$ cat src/rtl/wb_arbiter_pkg.sv
// Shared widths and the write-request record used by both result sources of the
// register-file writer.
package wb_arbiter_pkg;

   localparam int unsigned REG_ADDR_W = 5;
   localparam int unsigned XLEN       = 32;
   localparam int unsigned NUM_REGS   = 32;

   typedef struct packed {
      logic                  valid;
      logic [REG_ADDR_W-1:0] addr;
      logic [XLEN-1:0]       data;
   } wb_req_t;

   // FIFO entries carry address and data only; validity is implied by occupancy.
   function automatic logic [REG_ADDR_W+XLEN-1:0] pack_entry(input wb_req_t req);
      return {req.addr, req.data};
   endfunction

endpackage

$ cat src/rtl/wb_fifo.sv
// Parameterised synchronous FIFO with occupancy count; storage is not reset,
// only the pointers and count.
module wb_fifo #(
   parameter int unsigned DEPTH = 4,
   parameter int unsigned WIDTH = 37
) (
   input  logic                       clk,
   input  logic                       rst,
   input  logic                       i_push,
   input  logic [WIDTH-1:0]           i_wdata,
   input  logic                       i_pop,
   output logic [WIDTH-1:0]           o_rdata,
   output logic                       o_full,
   output logic                       o_empty,
   output logic [$clog2(DEPTH):0]     o_count
);

   localparam int unsigned PtrW = $clog2(DEPTH);
   localparam logic [PtrW:0] FullCnt = DEPTH[PtrW:0];

   logic [WIDTH-1:0] r_mem [DEPTH];
   logic [PtrW-1:0]  r_wptr;
   logic [PtrW-1:0]  r_rptr;
   logic [PtrW:0]    r_count;
   logic             w_push;
   logic             w_pop;

   assign w_push  = i_push && !o_full;
   assign w_pop   = i_pop && !o_empty;
   assign o_full  = (r_count == FullCnt);
   assign o_empty = (r_count == '0);
   assign o_count = r_count;
   assign o_rdata = r_mem[r_rptr];

   always_ff @(posedge clk) begin
      if (w_push) begin
         r_mem[r_wptr] <= i_wdata;
      end
   end

   always_ff @(posedge clk or posedge rst) begin
      if (rst) begin
         r_wptr  <= '0;
         r_rptr  <= '0;
         r_count <= '0;
      end else begin
         if (w_push) r_wptr <= r_wptr + PtrW'(1);
         if (w_pop)  r_rptr <= r_rptr + PtrW'(1);
         if (w_push && !w_pop)      r_count <= r_count + (PtrW+1)'(1);
         else if (w_pop && !w_push) r_count <= r_count - (PtrW+1)'(1);
      end
   end

endmodule

$ cat src/rtl/wb_arbiter.sv
// Register-file write-port arbiter: primary results win, long-latency results are
// buffered and forced through after STARVE_MAX losses; tracks pending destinations.
module wb_arbiter
   import wb_arbiter_pkg::*;
#(
   parameter int unsigned DEPTH      = 4,
   parameter int unsigned STARVE_MAX = 8
) (
   input  logic                  clk,
   input  logic                  rst,
   input  logic                  a_valid,
   input  logic [REG_ADDR_W-1:0] a_addr,
   input  logic [XLEN-1:0]       a_data,
   output logic                  a_stall,
   input  logic                  b_valid,
   output logic                  b_ready,
   input  logic [REG_ADDR_W-1:0] b_addr,
   input  logic [XLEN-1:0]       b_data,
   input  logic                  rsv_en,
   input  logic [REG_ADDR_W-1:0] rsv_addr,
   output logic                  write_en,
   output logic [REG_ADDR_W-1:0] write_addr,
   output logic [XLEN-1:0]       write_data,
   output logic [NUM_REGS-1:0]   busy
);

   localparam int unsigned EntryW  = REG_ADDR_W + XLEN;
   localparam int unsigned CntW    = $clog2(DEPTH) + 1;
   localparam int unsigned StarveW = $clog2(STARVE_MAX + 1);
   localparam logic [CntW-1:0]    DepthCnt  = DEPTH[CntW-1:0];
   localparam logic [StarveW-1:0] StarveLim = StarveW'(STARVE_MAX - 1);

   logic                  r_write_en;
   logic [REG_ADDR_W-1:0] r_write_addr;
   logic [XLEN-1:0]       r_write_data;
   logic [NUM_REGS-1:0]   r_busy;
   logic [StarveW-1:0]    r_starve;
   logic                  r_a_stall;

   logic                  w_write_en;
   logic [REG_ADDR_W-1:0] w_write_addr;
   logic [XLEN-1:0]       w_write_data;
   logic [NUM_REGS-1:0]   w_busy;
   logic [StarveW-1:0]    w_starve;
   logic                  w_a_stall;

   wb_req_t           w_a;
   wb_req_t           w_b;
   wb_req_t           w_head;
   logic [EntryW-1:0] w_head_raw;
   logic              w_push;
   logic              w_pop;
   logic              w_win_a;
   logic              w_full;
   logic              w_empty;
   logic [CntW-1:0]   w_count;

   assign w_a     = '{valid: a_valid && (a_addr != '0), addr: a_addr, data: a_data};
   assign w_b     = '{valid: b_valid, addr: b_addr, data: b_data};
   assign w_head  = wb_req_t'({!w_empty, w_head_raw});
   assign b_ready = (w_count < DepthCnt);
   assign w_push  = w_b.valid && b_ready;

   wb_fifo #(
      .DEPTH (DEPTH),
      .WIDTH (EntryW)
   ) u_fifo (
      .clk     (clk),
      .rst     (rst),
      .i_push  (w_push),
      .i_wdata (pack_entry(w_b)),
      .i_pop   (w_pop),
      .o_rdata (w_head_raw),
      .o_full  (w_full),
      .o_empty (w_empty),
      .o_count (w_count)
   );

   always_comb begin
      w_write_en   = 1'b0;
      w_write_addr = r_write_addr;
      w_write_data = r_write_data;
      w_starve     = r_starve;
      w_a_stall    = 1'b0;
      w_win_a      = w_a.valid && !r_a_stall;
      w_pop        = !w_win_a && w_head.valid;

      if (w_win_a) begin
         w_write_en   = 1'b1;
         w_write_addr = w_a.addr;
         w_write_data = w_a.data;
         if (w_head.valid) begin
            w_starve  = r_starve + StarveW'(1);
            w_a_stall = (r_starve == StarveLim);
         end
      end else if (w_pop) begin
         w_starve = '0;
         // Entries for x0 drain silently.
         if (w_head.addr != '0) begin
            w_write_en   = 1'b1;
            w_write_addr = w_head.addr;
            w_write_data = w_head.data;
         end
      end

      // Set is applied after clear so a same-cycle reservation wins.
      w_busy = r_busy;
      if (w_pop)  w_busy[w_head.addr] = 1'b0;
      if (rsv_en) w_busy[rsv_addr]    = 1'b1;
      w_busy[0] = 1'b0;
   end

   always_ff @(posedge clk or posedge rst) begin
      if (rst) begin
         r_write_en   <= 1'b0;
         r_write_addr <= '0;
         r_write_data <= '0;
         r_busy       <= '0;
         r_starve     <= '0;
         r_a_stall    <= 1'b0;
      end else begin
         r_write_en   <= w_write_en;
         r_write_addr <= w_write_addr;
         r_write_data <= w_write_data;
         r_busy       <= w_busy;
         r_starve     <= w_starve;
         r_a_stall    <= w_a_stall;
      end
   end

   assign write_en   = r_write_en;
   assign write_addr = r_write_addr;
   assign write_data = r_write_data;
   assign busy       = r_busy;
   assign a_stall    = r_a_stall;

   a_valid_during_stall: assert property (@(posedge clk) disable iff (rst)
      !(a_valid && r_a_stall))
      else $error("wb_arbiter: a_valid presented while a_stall is high");

   a_write_to_busy: assert property (@(posedge clk) disable iff (rst)
      !(a_valid && r_busy[a_addr]))
      else $error("wb_arbiter: port A result targets a busy register");

   push_when_full: assert property (@(posedge clk) disable iff (rst)
      !(w_push && w_full))
      else $error("wb_arbiter: push into a full FIFO");

endmodule

$ cat config.mk
export PLATFORM = sky130hd
export DESIGN_NAME = wb_arbiter
export DESIGN_NICKNAME = d
export VERILOG_FILES = /design/src/rtl/wb_arbiter_pkg.sv /design/src/rtl/wb_fifo.sv /design/src/rtl/wb_arbiter.sv
export SDC_FILE = /design/constraint.sdc
export NUM_CORES = 1
export LEC_CHECK = 0
export BUFFER_PORTS_ARGS = -buffer_cell sky130_fd_sc_hd__buf_2
export CAP_MARGIN = 40
export CORE_MARGIN = 2
export CORE_UTILIZATION = 55
export CTS_BUF_LIST = sky130_fd_sc_hd__clkbuf_2 sky130_fd_sc_hd__clkbuf_4 sky130_fd_sc_hd__clkbuf_8
export CTS_CLUSTER_SIZE = 24
export DETAILED_ROUTE_END_ITERATION = 16
export HOLD_SLACK_MARGIN = 0.1
export PLACE_DENSITY = 0.79
export SLEW_MARGIN = 20
export SYNTH_ARGS = -nofsm -noshare
export SYNTH_HDL_FRONTEND = slang
export SYNTH_SLANG_ARGS = --single-unit
$ cat constraint.sdc
create_clock -name clk -period 3.6 [get_ports clk]
set_clock_uncertainty 0.15 [all_clocks]
set_input_delay 0 -clock clk [delete_from_list [all_inputs] [get_ports clk]]
set_output_delay 0 -clock clk [all_outputs]
set_load 0.01 [all_outputs]
==> flow_summary.ini <==
[status]
outcome = complete, no violations

[clock_tree]
ctsRootBufferMaster = clkbuf_8
cts_buffers = 39
cts_htree_levels = 2
clock_latency_ns = 0.53
clkTransAtPathRegs_ns = 0.06
clockBufferDepth = 3
cts_num_sinks = 229
cts_tree = built

[critical_path]
slowest_stage = dfrtp_2
start_kind = flop
criticalPathCategory = reg2reg
worstPathCellList = mux4_2 -> or3_4 -> o31a_2 -> nor3_1 -> nor3_1 -> dlygate4sd3_1
critPathMaxStageDelay_ns = 0.67
critPathRequiredTime_ns = 3.86
cp.arrival_ns = 3.68
end_kind = flop
r2r_slack_ns = 0.18
cp_common_cell = nor3_1
critPathMaxFanout = 33

[route]
ant_nets = 0
dr.max_layer_used = met4
wire_per_inst_um = 20.41
viasPerCell = 5.705
num_vias = 6743
drtPass1Iterations = 5
drt-initial-drc-count = 589
drt-total-wl_um = 24130
drc = 0
drt-met1-wl_um = 8927
routed-wl-met3_um = 1508
route.met2.wl_um = 12830

[sta]
fmax_mhz = 292.4
post-route-min-period_ns = 3.420
max_slew_margin_pct = 47.90
rsz0062_at_grt = no
setup_violations = 0
hold_viol_final = 0
fin_setup_tns_ns = 0
tightest_slew_ns = 0.7815
slew_viol_final = 0
finalCritPeriodShare_pct = 95.01

[logic_synthesis]
synth-edff-count = 148
synthFlopType = edfxtp_1
synth.avg_cell_area_um2 = 15.42
ys_ff_latch = 229
syn_nets = 674
synth_cell_type_count = 39
synth_area_um2 = 8987
yosysWarnings = 0
synth_cells = 583
ys_async_sr_fraction_pct = 35.37
ys_seq_area_share_pct = 72.00

[grt]
grt_pass1_vias = 7194
grt_max_degree = 46
antenna_found_initial = 0
track_usage_pct = 28.58
grt_overflow = 0
grt_pass1_wl_um = 38560

[power]
leakagePower_nw = 4.928
vdd_drop_max_mv = 0.3967
p_per_area_nw_per_um2 = 720.6

[floorplanning]
die_area_um2 = 17380
die_w_um = 131.8
core_um2 = 15940
io_pins = 156
rows = 46
die_y_um = 131.8
initial_utilization_pct = 56.37

[place]
globalplace.congestion = 0.8196
place_hpwl_um = 12830
postPlaceCellArea_um2 = 10070
dp_cells = 937
io_buffers = 154

[flow_run]
maxCapViolations = 0

[min_path]
hp-class = in2reg

[final_layout]
antenna_cells = 0
stdcell_area_um2 = 12620
fin_cells = 1182
final_nets = 1027
drive_gt1_share_pct = 29.50
syn2layout_area_growth_pct = 40.43
[what timing repair did]
item                      CTS  global route
hold endpoints to repair  306             0
setup buffers               0             0
gates resized for setup     0             0
hold buffers              173             0
[cell usage in the layout, fill, tap and decap left out, drive strengths merged, types with 37 or more instances in the layout]
cell type	instances
dlygate4sd3	173
buf	166
edfxtp	148
dfrtp	81
o21ai	69
a21oi	65
clkbuf	59
nand2	46
nor2	45
mux4	37
[cells by family (layout without fill, tap and decap cells)]
group / after synthesis / count (layout) / synth area share [%]
XOR/XNOR: 6 / 6 / 0.5847
AO/OA/AOI/OAI: 142 / 142 / 8.353
buffers and inverters: 32 / 415 / 1.977
adder cells (fa/ha/maj): 7 / 7 / 1.058
multiplexers: 38 / 38 / 9.397
other: 1 / 1 / 0.04173
AND/OR/NAND/NOR: 128 / 128 / 6.585
flip-flops: 229 / 229 / 72.00
[Yosys cell counts (all sizes together) (2+ instances only)]
cell | count | area share, %
nand2b | 2 | 0.14
dfrtp | 81 | 23
mux4 | 37 | 9.3
a21oi | 65 | 3.6
or4 | 2 | 0.17
edfxtp | 148 | 49
and2 | 5 | 0.35
nor2b | 3 | 0.21
nor3 | 4 | 0.22
nand3 | 4 | 0.22
nand3b | 6 | 0.50
o21ai | 69 | 3.8
nand2 | 46 | 1.9
clkbuf | 13 | 0.54
or3b | 3 | 0.29
ha | 6 | 0.84
xnor2 | 4 | 0.39
a221oi | 4 | 0.39
xor2 | 2 | 0.19
inv | 5 | 0.21
nor2 | 45 | 1.9
nand4b | 2 | 0.19
buf | 14 | 1.2
or3 | 3 | 0.26
[state kept, by name, indices dropped and copies added (netlist names)]
register        count
r_starve            4
u_fifo.r_rptr       2
a_stall             1
busy               31
write_data         32
write_en            1
u_fifo.r_wptr       2
write_addr          5
u_fifo.r_mem      148
u_fifo.o_count      3
[stage by stage]
stage	setup WS (ns)	utilization [%]	total power, mW	hold WS, ns
after global placement	0.7481	62.33	6.288	0.04667
after global routing	0.002127	79.16	9.525	0.1155
final	0.1796	79.16	9.094	0.1234
after floorplan	1.104	-	5.542	-0.05113
after detailed placement	0.6730	63.19	6.494	-0.08955
after CTS	0.1754	79.04	8.991	0.1056
[where the power goes]
group          internal [mW]  switching [mW]  leakage [nW]  total [mW]
Clock                   1.31            1.05         0.423        2.35
Sequential              3.47           0.378          2.30        3.85
Combinational           1.29            1.61          2.20        2.89
Total                   6.06            3.03          4.93        9.09
[worst paths after layout]
path,start,endpoint,cells after the start
hold reg to reg,r_starve[3],a_stall,1
setup reg to reg,u_fifo.r_rptr[1],write_addr[2],6
min in group asynchronous,rst,busy[1],4
hold / removal,b_addr[1],u_fifo.r_mem[1][33],2
max in group asynchronous,rst,busy[7],5
setup / recovery,u_fifo.r_rptr[1],write_addr[2],6
[critical path: cells and delay by family, from the launching register on]
family	cells	cell delay, ns
multiplexers	1	0.48
buffers and inverters	1	0.56
flip-flops	1	0.67
AO/OA/AOI/OAI	1	0.62
AND/OR/NAND/NOR	3	0.81
[final cells by class]
| class | count | area, um2 |
|---|---|---|
| inverters | 5 | 20.02 |
| multi-input cells | 322 | 2357 |
| flip-flops and latches | 229 | 6474 |
| repair buffers | 339 | 2705 |
| clock buffers | 59 | 730.7 |
| clock inverters | 12 | 63.81 |
| well taps | 216 | 270.3 |
| fillers | 872 | 3322 |
[per-layer routing]
layer	track usage, %	up-vias
met4	12.98	0
met5	0	-
li1	-	2924
met2	50.29	374
met1	34.18	3376
met3	5.844	69
No activity file was read; power rests on OpenSTA's default activity.
